--- src/rtl/avalon_mem_master.sv ---
// Avalon-MM initiator: arbitrates instr-fetch and data clients onto one memory port, one transfer at a time.
// Latency: read ack 3 cycles after the request is sampled, write ack 2 cycles; each waitrequest cycle adds 1.
// Backpressure: bus signals are held while avm_waitrequest=1; after TIMEOUT stall cycles the access aborts with err.
module avalon_mem_master #(
  parameter int TIMEOUT = 256
) (
  input  logic        clk,
  input  logic        reset,
  input  logic        i_req,
  input  logic [31:0] i_addr,
  output logic        i_ack,
  output logic [31:0] i_rdata,
  output logic        i_err,
  input  logic        d_req,
  input  logic        d_write,
  input  logic [31:0] d_addr,
  input  logic [3:0]  d_byteenable,
  input  logic [31:0] d_wdata,
  output logic        d_ack,
  output logic [31:0] d_rdata,
  output logic        d_err,
  output logic [31:0] avm_address,
  output logic [3:0]  avm_byteenable,
  output logic        avm_read,
  output logic        avm_write,
  output logic [31:0] avm_writedata,
  input  logic        avm_waitrequest,
  input  logic [31:0] avm_readdata,
  output logic        busy
);

  localparam logic [1:0] S_IDLE  = 2'd0;
  localparam logic [1:0] S_BUS   = 2'd1;
  localparam logic [1:0] S_RDATA = 2'd2;
  localparam logic [1:0] S_DONE  = 2'd3;

  localparam logic GRANT_INSTR = 1'b0;
  localparam logic GRANT_DATA  = 1'b1;

  // Counter only needs to reach TIMEOUT-1; the abort fires on the stall that would make it TIMEOUT.
  localparam int CW = (TIMEOUT > 1) ? $clog2(TIMEOUT + 1) : 1;
  localparam logic [CW-1:0] TO_LAST = CW'((TIMEOUT > 0) ? (TIMEOUT - 1) : 0);

  logic [1:0]    state;
  logic          last_grant;  // also identifies the client owning the current transfer
  logic          cur_read;
  logic [CW-1:0] wait_cnt;
  logic          grant_data;

  // Word-aligned bus: the byte-offset bits of both request addresses are dropped.
  logic unused_addr_bits;
  assign unused_addr_bits = ^{i_addr[1:0], d_addr[1:0]};

  // Data wins a tie unless it had the previous grant, so contention alternates.
  always_comb begin
    grant_data = d_req && (!i_req || (last_grant == GRANT_INSTR));
  end

  // Transaction FSM; every output is a flop updated here.
  always_ff @(posedge clk or posedge reset) begin
    if (reset) begin
      state          <= S_IDLE;
      last_grant     <= GRANT_INSTR;
      cur_read       <= 1'b0;
      wait_cnt       <= '0;
      busy           <= 1'b0;
      avm_address    <= '0;
      avm_byteenable <= '0;
      avm_read       <= 1'b0;
      avm_write      <= 1'b0;
      avm_writedata  <= '0;
      i_ack          <= 1'b0;
      i_rdata        <= '0;
      i_err          <= 1'b0;
      d_ack          <= 1'b0;
      d_rdata        <= '0;
      d_err          <= 1'b0;
    end else begin
      case (state)
        S_IDLE: begin
          if (i_req || d_req) begin
            state      <= S_BUS;
            busy       <= 1'b1;
            last_grant <= grant_data;
            if (grant_data) begin
              avm_address    <= {d_addr[31:2], 2'b00};
              avm_byteenable <= d_byteenable;
              avm_read       <= !d_write;
              avm_write      <= d_write;
              avm_writedata  <= d_write ? d_wdata : 32'h0;
              cur_read       <= !d_write;
            end else begin
              avm_address    <= {i_addr[31:2], 2'b00};
              avm_byteenable <= 4'b1111;
              avm_read       <= 1'b1;
              avm_write      <= 1'b0;
              avm_writedata  <= 32'h0;
              cur_read       <= 1'b1;
            end
          end
        end

        S_BUS: begin
          if (!avm_waitrequest) begin
            avm_read  <= 1'b0;
            avm_write <= 1'b0;
            wait_cnt  <= '0;
            if (cur_read) begin
              state <= S_RDATA;
            end else begin
              // Only the data client can write; a store returns zero data.
              state   <= S_DONE;
              d_ack   <= 1'b1;
              d_rdata <= 32'h0;
              d_err   <= 1'b0;
            end
          end else if ((TIMEOUT != 0) && (wait_cnt == TO_LAST)) begin
            avm_read  <= 1'b0;
            avm_write <= 1'b0;
            wait_cnt  <= '0;
            state     <= S_DONE;
            if (last_grant == GRANT_DATA) begin
              d_ack   <= 1'b1;
              d_rdata <= 32'h0;
              d_err   <= 1'b1;
            end else begin
              i_ack   <= 1'b1;
              i_rdata <= 32'h0;
              i_err   <= 1'b1;
            end
          end else begin
            wait_cnt <= wait_cnt + CW'(1);
          end
        end

        S_RDATA: begin
          // Responder drives readdata exactly one cycle after acceptance, i.e. now.
          state <= S_DONE;
          if (last_grant == GRANT_DATA) begin
            d_ack   <= 1'b1;
            d_rdata <= avm_readdata;
            d_err   <= 1'b0;
          end else begin
            i_ack   <= 1'b1;
            i_rdata <= avm_readdata;
            i_err   <= 1'b0;
          end
        end

        default: begin
          // DONE: ack pulse ends here; requests are not looked at this cycle.
          state <= S_IDLE;
          busy  <= 1'b0;
          i_ack <= 1'b0;
          d_ack <= 1'b0;
        end
      endcase
    end
  end

endmodule

--- config.mk ---
export PLATFORM = sky130hd
export DESIGN_NAME = avalon_mem_master
export DESIGN_NICKNAME = d
export VERILOG_FILES = /design/src/rtl/avalon_mem_master.sv
export SDC_FILE = /design/constraint.sdc
export NUM_CORES = 1
export LEC_CHECK = 0
export ABC_AREA = 1
export CORE_ASPECT_RATIO = 1.25
export CORE_UTILIZATION = 40
export CTS_BUF_LIST = sky130_fd_sc_hd__clkbuf_4
export CTS_CLUSTER_SIZE = 10
export DETAILED_ROUTE_END_ITERATION = 6
export PLACE_DENSITY = 0.76
export SYNTH_ARGS = -nofsm -noshare
export SYNTH_HDL_FRONTEND = slang
export SYNTH_SLANG_ARGS = --single-unit
export TNS_END_PERCENT = 1
--- constraint.sdc ---
create_clock -name clk -period 16.2 [get_ports clk]
set_input_delay 4.86 -clock clk [delete_from_list [all_inputs] [get_ports clk]]
set_output_delay 4.86 -clock clk [all_outputs]
set_load 0.05 [all_outputs]
* After elaboration in Yosys (flattened, before gate mapping)
Cells that the tools add are included.
Cells by class: add/subtract/negate cells 1, equality and inequality tests 12, mux-type cells 52, bitwise logic cells 3, reduce and logical (&&, ||, !) cells 17
Operators with widths (count):
- $mux W32 | 12
- $pmux W32 S2 | 2
- $mux W1 | 24
- $mux W9 | 2
- $ne A2 B2 Y1 const B | 6
- $pmux W1 S2 | 5
- $reduce_and A5 Y1 | 2
- $add A9 B1 Y9 const B | 1
- $eq A9 B8 Y1 const B | 1
- $ne A3 B3 Y1 const B | 3
- $reduce_and A3 Y1 | 3
- $mux W2 | 3
- $pmux W1 S3 | 2
- $pmux W2 S3 | 1
- $reduce_and A2 Y1 | 3
- $mux W4 | 1
- $reduce_bool A2 Y1 | 2
- $not A1 Y1 | 3
- $eq A2 B1 Y1 const B | 1
- $eq A2 B2 Y1 const B | 1
- $logic_not A1 Y1 | 2
- $logic_not A2 Y1 | 1
- $logic_or A1 B1 Y1 | 2
- $reduce_or A2 Y1 | 1
- $logic_and A1 B1 Y1 | 1
Storage, ports and cells: register bits 152, bits of input ports 138, output and inout port bits 139, logic and storage cells 101

* Longest topological paths before layout
word-level depth 6, gate-level depth with buffers 10, depth with buffers taken out 9

* Worst setup path after synthesis
Ideal clock, no wire load.
path type input to register, start point in d_req, end point reg cur_read, setup time 132 ps, data arrival time 5621 ps, data required time 16068 ps, setup slack 10446 ps, cell stages on the path 8, buffers on the path 1, cell sequence inv_1 -> a21oi_2 -> nand2_1 -> inv_2 -> nand2_1 -> inv_2 -> buf_4 -> a21oi_1
Between the ends: word-level cells in the longest chain between the ends 2, elaborated cells between the ends (all ways) 4, classes of those cells mux: 1; reduce/logical: 3
Ends and longest elaborated chain:
- start: declaration | line 14 | input logic d_req,
- $logic_and A1 B1 Y1 / $logic_or A1 B1 Y1 (equally long branches) | line 56, 81
- $mux W1 / $reduce_and A2 Y1 (equally long branches)
- end signal: assignment | line 91 | cur_read <= !d_write;
- end: declaration | line 46 | logic cur_read;
Several ways; a longest one is shown, not always the timed one. A chain may end at the register's enable or synchronous reset.

* Worst setup path after layout
start point reg avm_address[4], end point out avm_address[4]
RTL lines:
- start: declaration | line 22 | output logic [31:0] avm_address,
- start signal: assignment | line 86 | avm_address <= {d_addr[31:2], 2'b00};
- start signal: assignment | line 93 | avm_address <= {i_addr[31:2], 2'b00};
No word-level cell between the ends.

==> flow_summary.json <==
{
  "placeableCoreArea_mm2": 0.0162,
  "irDropWorstVdd_uv": 128,
  "clock-skew-final_ns": 0.0164,
  "antenna_cells": 0,
  "slowest_stage": "sky130_fd_sc_hd__clkdlybuf4s50_1",
  "via_count": 6020,
  "result_of_the_run": "finished clean",
  "aggregate_global_routing_overflow": 0,
  "synth_commonest_cells": "sky130_fd_sc_hd__nand2_1 (298), sky130_fd_sc_hd__dfrtp_1 (150), sky130_fd_sc_hd__o21ai_0 (57), sky130_fd_sc_hd__inv_1 (53), sky130_fd_sc_hd__nor2_1 (39)",
  "number_of_global_route_vias_before_repair": 5820,
  "ys_warn_count": 0,
  "cts_inserted_buffers": 17,
  "synthesis.area_mm2": 0.00661,
  "finish.instance_area_mm2": 0.00971,
  "post_synth_inst_count": 769,
  "synth_top_cell_area_share_pct": 56.8,
  "port_buffers": 270,
  "min_period_over_period_pct": 41.1,
  "timing.critical_path.fanout_max": 2,
  "critical-path-max-stage-delay_ns": 0.83,
  "fp.dieH_um": 146,
  "drt_wl_total_um": 17800,
  "clock_insertion_delay_worst_skew_ns": 0.55,
  "avgViaCountPerCell": 4.83,
  "remaining_drcs": 0,
  "multi_input_comb_area_mm2": 0.00239,
  "cp_data_required_time_ns": 11.34,
  "die_width_um": 117,
  "p_leak_nw": 4.72,
  "yosysMostFrequentCell": "sky130_fd_sc_hd__nand2_1",
  "row_count": 52,
  "layout.nets": 1163,
  "routed_wire_length_per_instance_um": 14.3,
  "hold_ws_ns": 0.485,
  "postCtsHoldBufs": 0,
  "cap_violations": 0,
  "rsz0062_at_grt": "false",
  "clock_tree_sinks": 150,
  "grt_start_max_net_pins": 91,
  "synthFlopType": "sky130_fd_sc_hd__dfrtp_1",
  "dr.pass1.iters": 5,
  "synth.avg_cell_area_um2": 8.60,
  "gp_congestion": 0.760,
  "setup_tns_ns": 0,
  "grt_antenna_before_repair": 0,
  "areal_power_density_over_the_cells_mw_per_mm2": 212,
  "placement.setup.worst_slack_ns": 9.26,
  "detail-route-antenna-nets": 0,
  "crit_buf_inv": 1,
  "critPathKind": "flip-flop to output pin",
  "synthDistinctLibCells": 29,
  "final-setup-viol-count": 0,
  "drt-initial-drc-count": 358,
  "register_area_mm2": 0.00375,
  "root_buffer": "sky130_fd_sc_hd__clkbuf_4",
  "hold_viol": 0,
  "cp-end-kind": "output pin",
  "fillerInstances": 1429,
  "synth_sequential_area_ratio_pct": 56.8,
  "period_minus_slack_ns": 6.66,
  "start_kind": "flip-flop",
  "clockBufferDepth": 2,
  "tightest_slew_ns": 1.04,
  "layout-drive-gt1-share_pct": 6.11,
  "cp.arrival_ns": 1.80,
  "asyncSetResetFlopFracSynth_pct": 100,
  "netlist.top_cell.by_area": "sky130_fd_sc_hd__dfrtp_1",
  "cts-htree-levels": 4,
  "cts-resized-gates": 0,
  "area.growth.synth_to_final_pct": 46.9,
  "wire_length_of_the_first_global_routing_pass_um": 28700,
  "post-cts-setup-buffers": 0,
  "postLayoutSetupSlackWorst_ns": 9.54,
  "relSlewSlack_pct": 30.7,
  "pin_count": 277,
  "cts_tree": "done",
  "slew_viol_final": 0,
  "hpwlAfterDp_um": 12000,
  "place_area_mm2": 0.00938,
  "clkTransAtPathRegs_ns": 0.12,
  "max_freq_mhz": 150,
  "netlist_top_cells_area": "sky130_fd_sc_hd__dfrtp_1 (57%), sky130_fd_sc_hd__nand2_1 (17%), sky130_fd_sc_hd__o21ai_0 (4.3%), sky130_fd_sc_hd__nand4_1 (3.3%), sky130_fd_sc_hd__inv_1 (3.0%)",
  "die-area_mm2": 0.0170,
  "synth_edf_count": 0,
  "postSynthRegisterBits": 150,
  "cp_top_family": "buffers and inverters",
  "worstPathCellList": "clkdlybuf4s50_1",
  "starting_density_of_the_core_pct": 40.8,
  "hold_path_class": "flip-flop to flip-flop",
  "track_usage_pct": 21.6
}
## layout make-up
class	instances	area share [%]
clock buffer	20	1.55
timing repair buffer	277	28.4
tap	216	2.78
multi-input combinational	518	24.6
clock inverter	10	1.84
inverter	56	2.22
sequential	150	38.6
## power breakdown
group	switching (mW)	internal, mW
logic	0.829	0.364
registers	0.0804	0.512
clock network	0.132	0.141
## metal layers
metal  track usage, %  vias up  wire, µm
met4             7.22        0       348
li1                 -     2945         -
met3             7.46       29      1560
met5                0        -         0
met1             25.7     2803      7160
met2             36.0      243      8760
## path summary, 6_finish.rpt
check | startpoint | to | slack, ns | cells past startpoint
worst max register to register | state[0]$_DFFE_PP0P_ | d_rdata[26]$_DFFE_PP0P_ | 13.82 | 9
min in group asynchronous | reset | i_rdata[20]$_DFFE_PP0P_ | 4.81 | 2
worst max-delay path | avm_address[4]$_DFFE_PP0P_ | avm_address[4] | 9.54 | 1
worst min register to register | d_rdata[19]$_DFFE_PP0P_ | d_rdata[19]$_DFFE_PP0P_ | 0.48 | 2
worst min-delay path | d_rdata[19]$_DFFE_PP0P_ | d_rdata[19]$_DFFE_PP0P_ | 0.48 | 2
max in group asynchronous | reset | avm_address[12]$_DFFE_PP0P_ | 10.10 | 3
## registers in the layout, indices dropped and copies added (netlist names)
name,count
avm_read,1
wait_cnt,9
d_ack,1
avm_writedata,32
last_grant,1
i_ack,1
i_rdata,32
d_rdata,32
state,2
d_err,1
avm_address,30
cur_read,1
i_err,1
avm_byteenable,4
busy,1
avm_write,1
## metrics by stage
step / power, mW / cells / utilization [%]
finish: 2.06 / 1247 / 60.0
global route: 2.19 / 1247 / 60.0
CTS: 2.08 / 1247 / 60.0
detailed placement: 1.80 / 1217 / 57.9
global placement: 1.78 / 1217 / 57.9
floorplan: 1.43 / 770 / -
## placed cells by master, fill, tap and decap left out, types with 2 or more instances in the layout
| cell type | count |
|---|---|
| sky130_fd_sc_hd__o21ai_0 | 57 |
| sky130_fd_sc_hd__clkbuf_4 | 20 |
| sky130_fd_sc_hd__buf_4 | 7 |
| sky130_fd_sc_hd__xor2_1 | 2 |
| sky130_fd_sc_hd__inv_2 | 3 |
| sky130_fd_sc_hd__a21oi_1 | 5 |
| sky130_fd_sc_hd__o22a_1 | 4 |
| sky130_fd_sc_hd__clkdlybuf4s50_1 | 270 |
| sky130_fd_sc_hd__inv_6 | 2 |
| sky130_fd_sc_hd__nand2_2 | 3 |
| sky130_fd_sc_hd__inv_1 | 52 |
| sky130_fd_sc_hd__nand3_4 | 2 |
| sky130_fd_sc_hd__nor2_1 | 39 |
| sky130_fd_sc_hd__nand4_1 | 35 |
| sky130_fd_sc_hd__nand2_1 | 297 |
| sky130_fd_sc_hd__nand2_4 | 2 |
| sky130_fd_sc_hd__xnor2_1 | 2 |
| sky130_fd_sc_hd__o21ai_2 | 14 |
| sky130_fd_sc_hd__nand3_1 | 12 |
| sky130_fd_sc_hd__o21ai_1 | 32 |
| sky130_fd_sc_hd__ha_1 | 5 |
| sky130_fd_sc_hd__conb_1 | 2 |
| sky130_fd_sc_hd__dfrtp_1 | 150 |
| sky130_fd_sc_hd__bufinv_16 | 5 |
| sky130_fd_sc_hd__clkinv_1 | 2 |
## cells by family after synthesis
| family | synth area share (%) |
|---|---|
| simple gates | 24.7 |
| flops | 56.8 |
| compound gates | 9.84 |
| fa+ha+maj | 0.946 |
| xor+xnor | 0.530 |
| other cells | 0.0567 |
| buf+inv | 7.16 |
No activity file was read; power rests on OpenSTA's default activity.
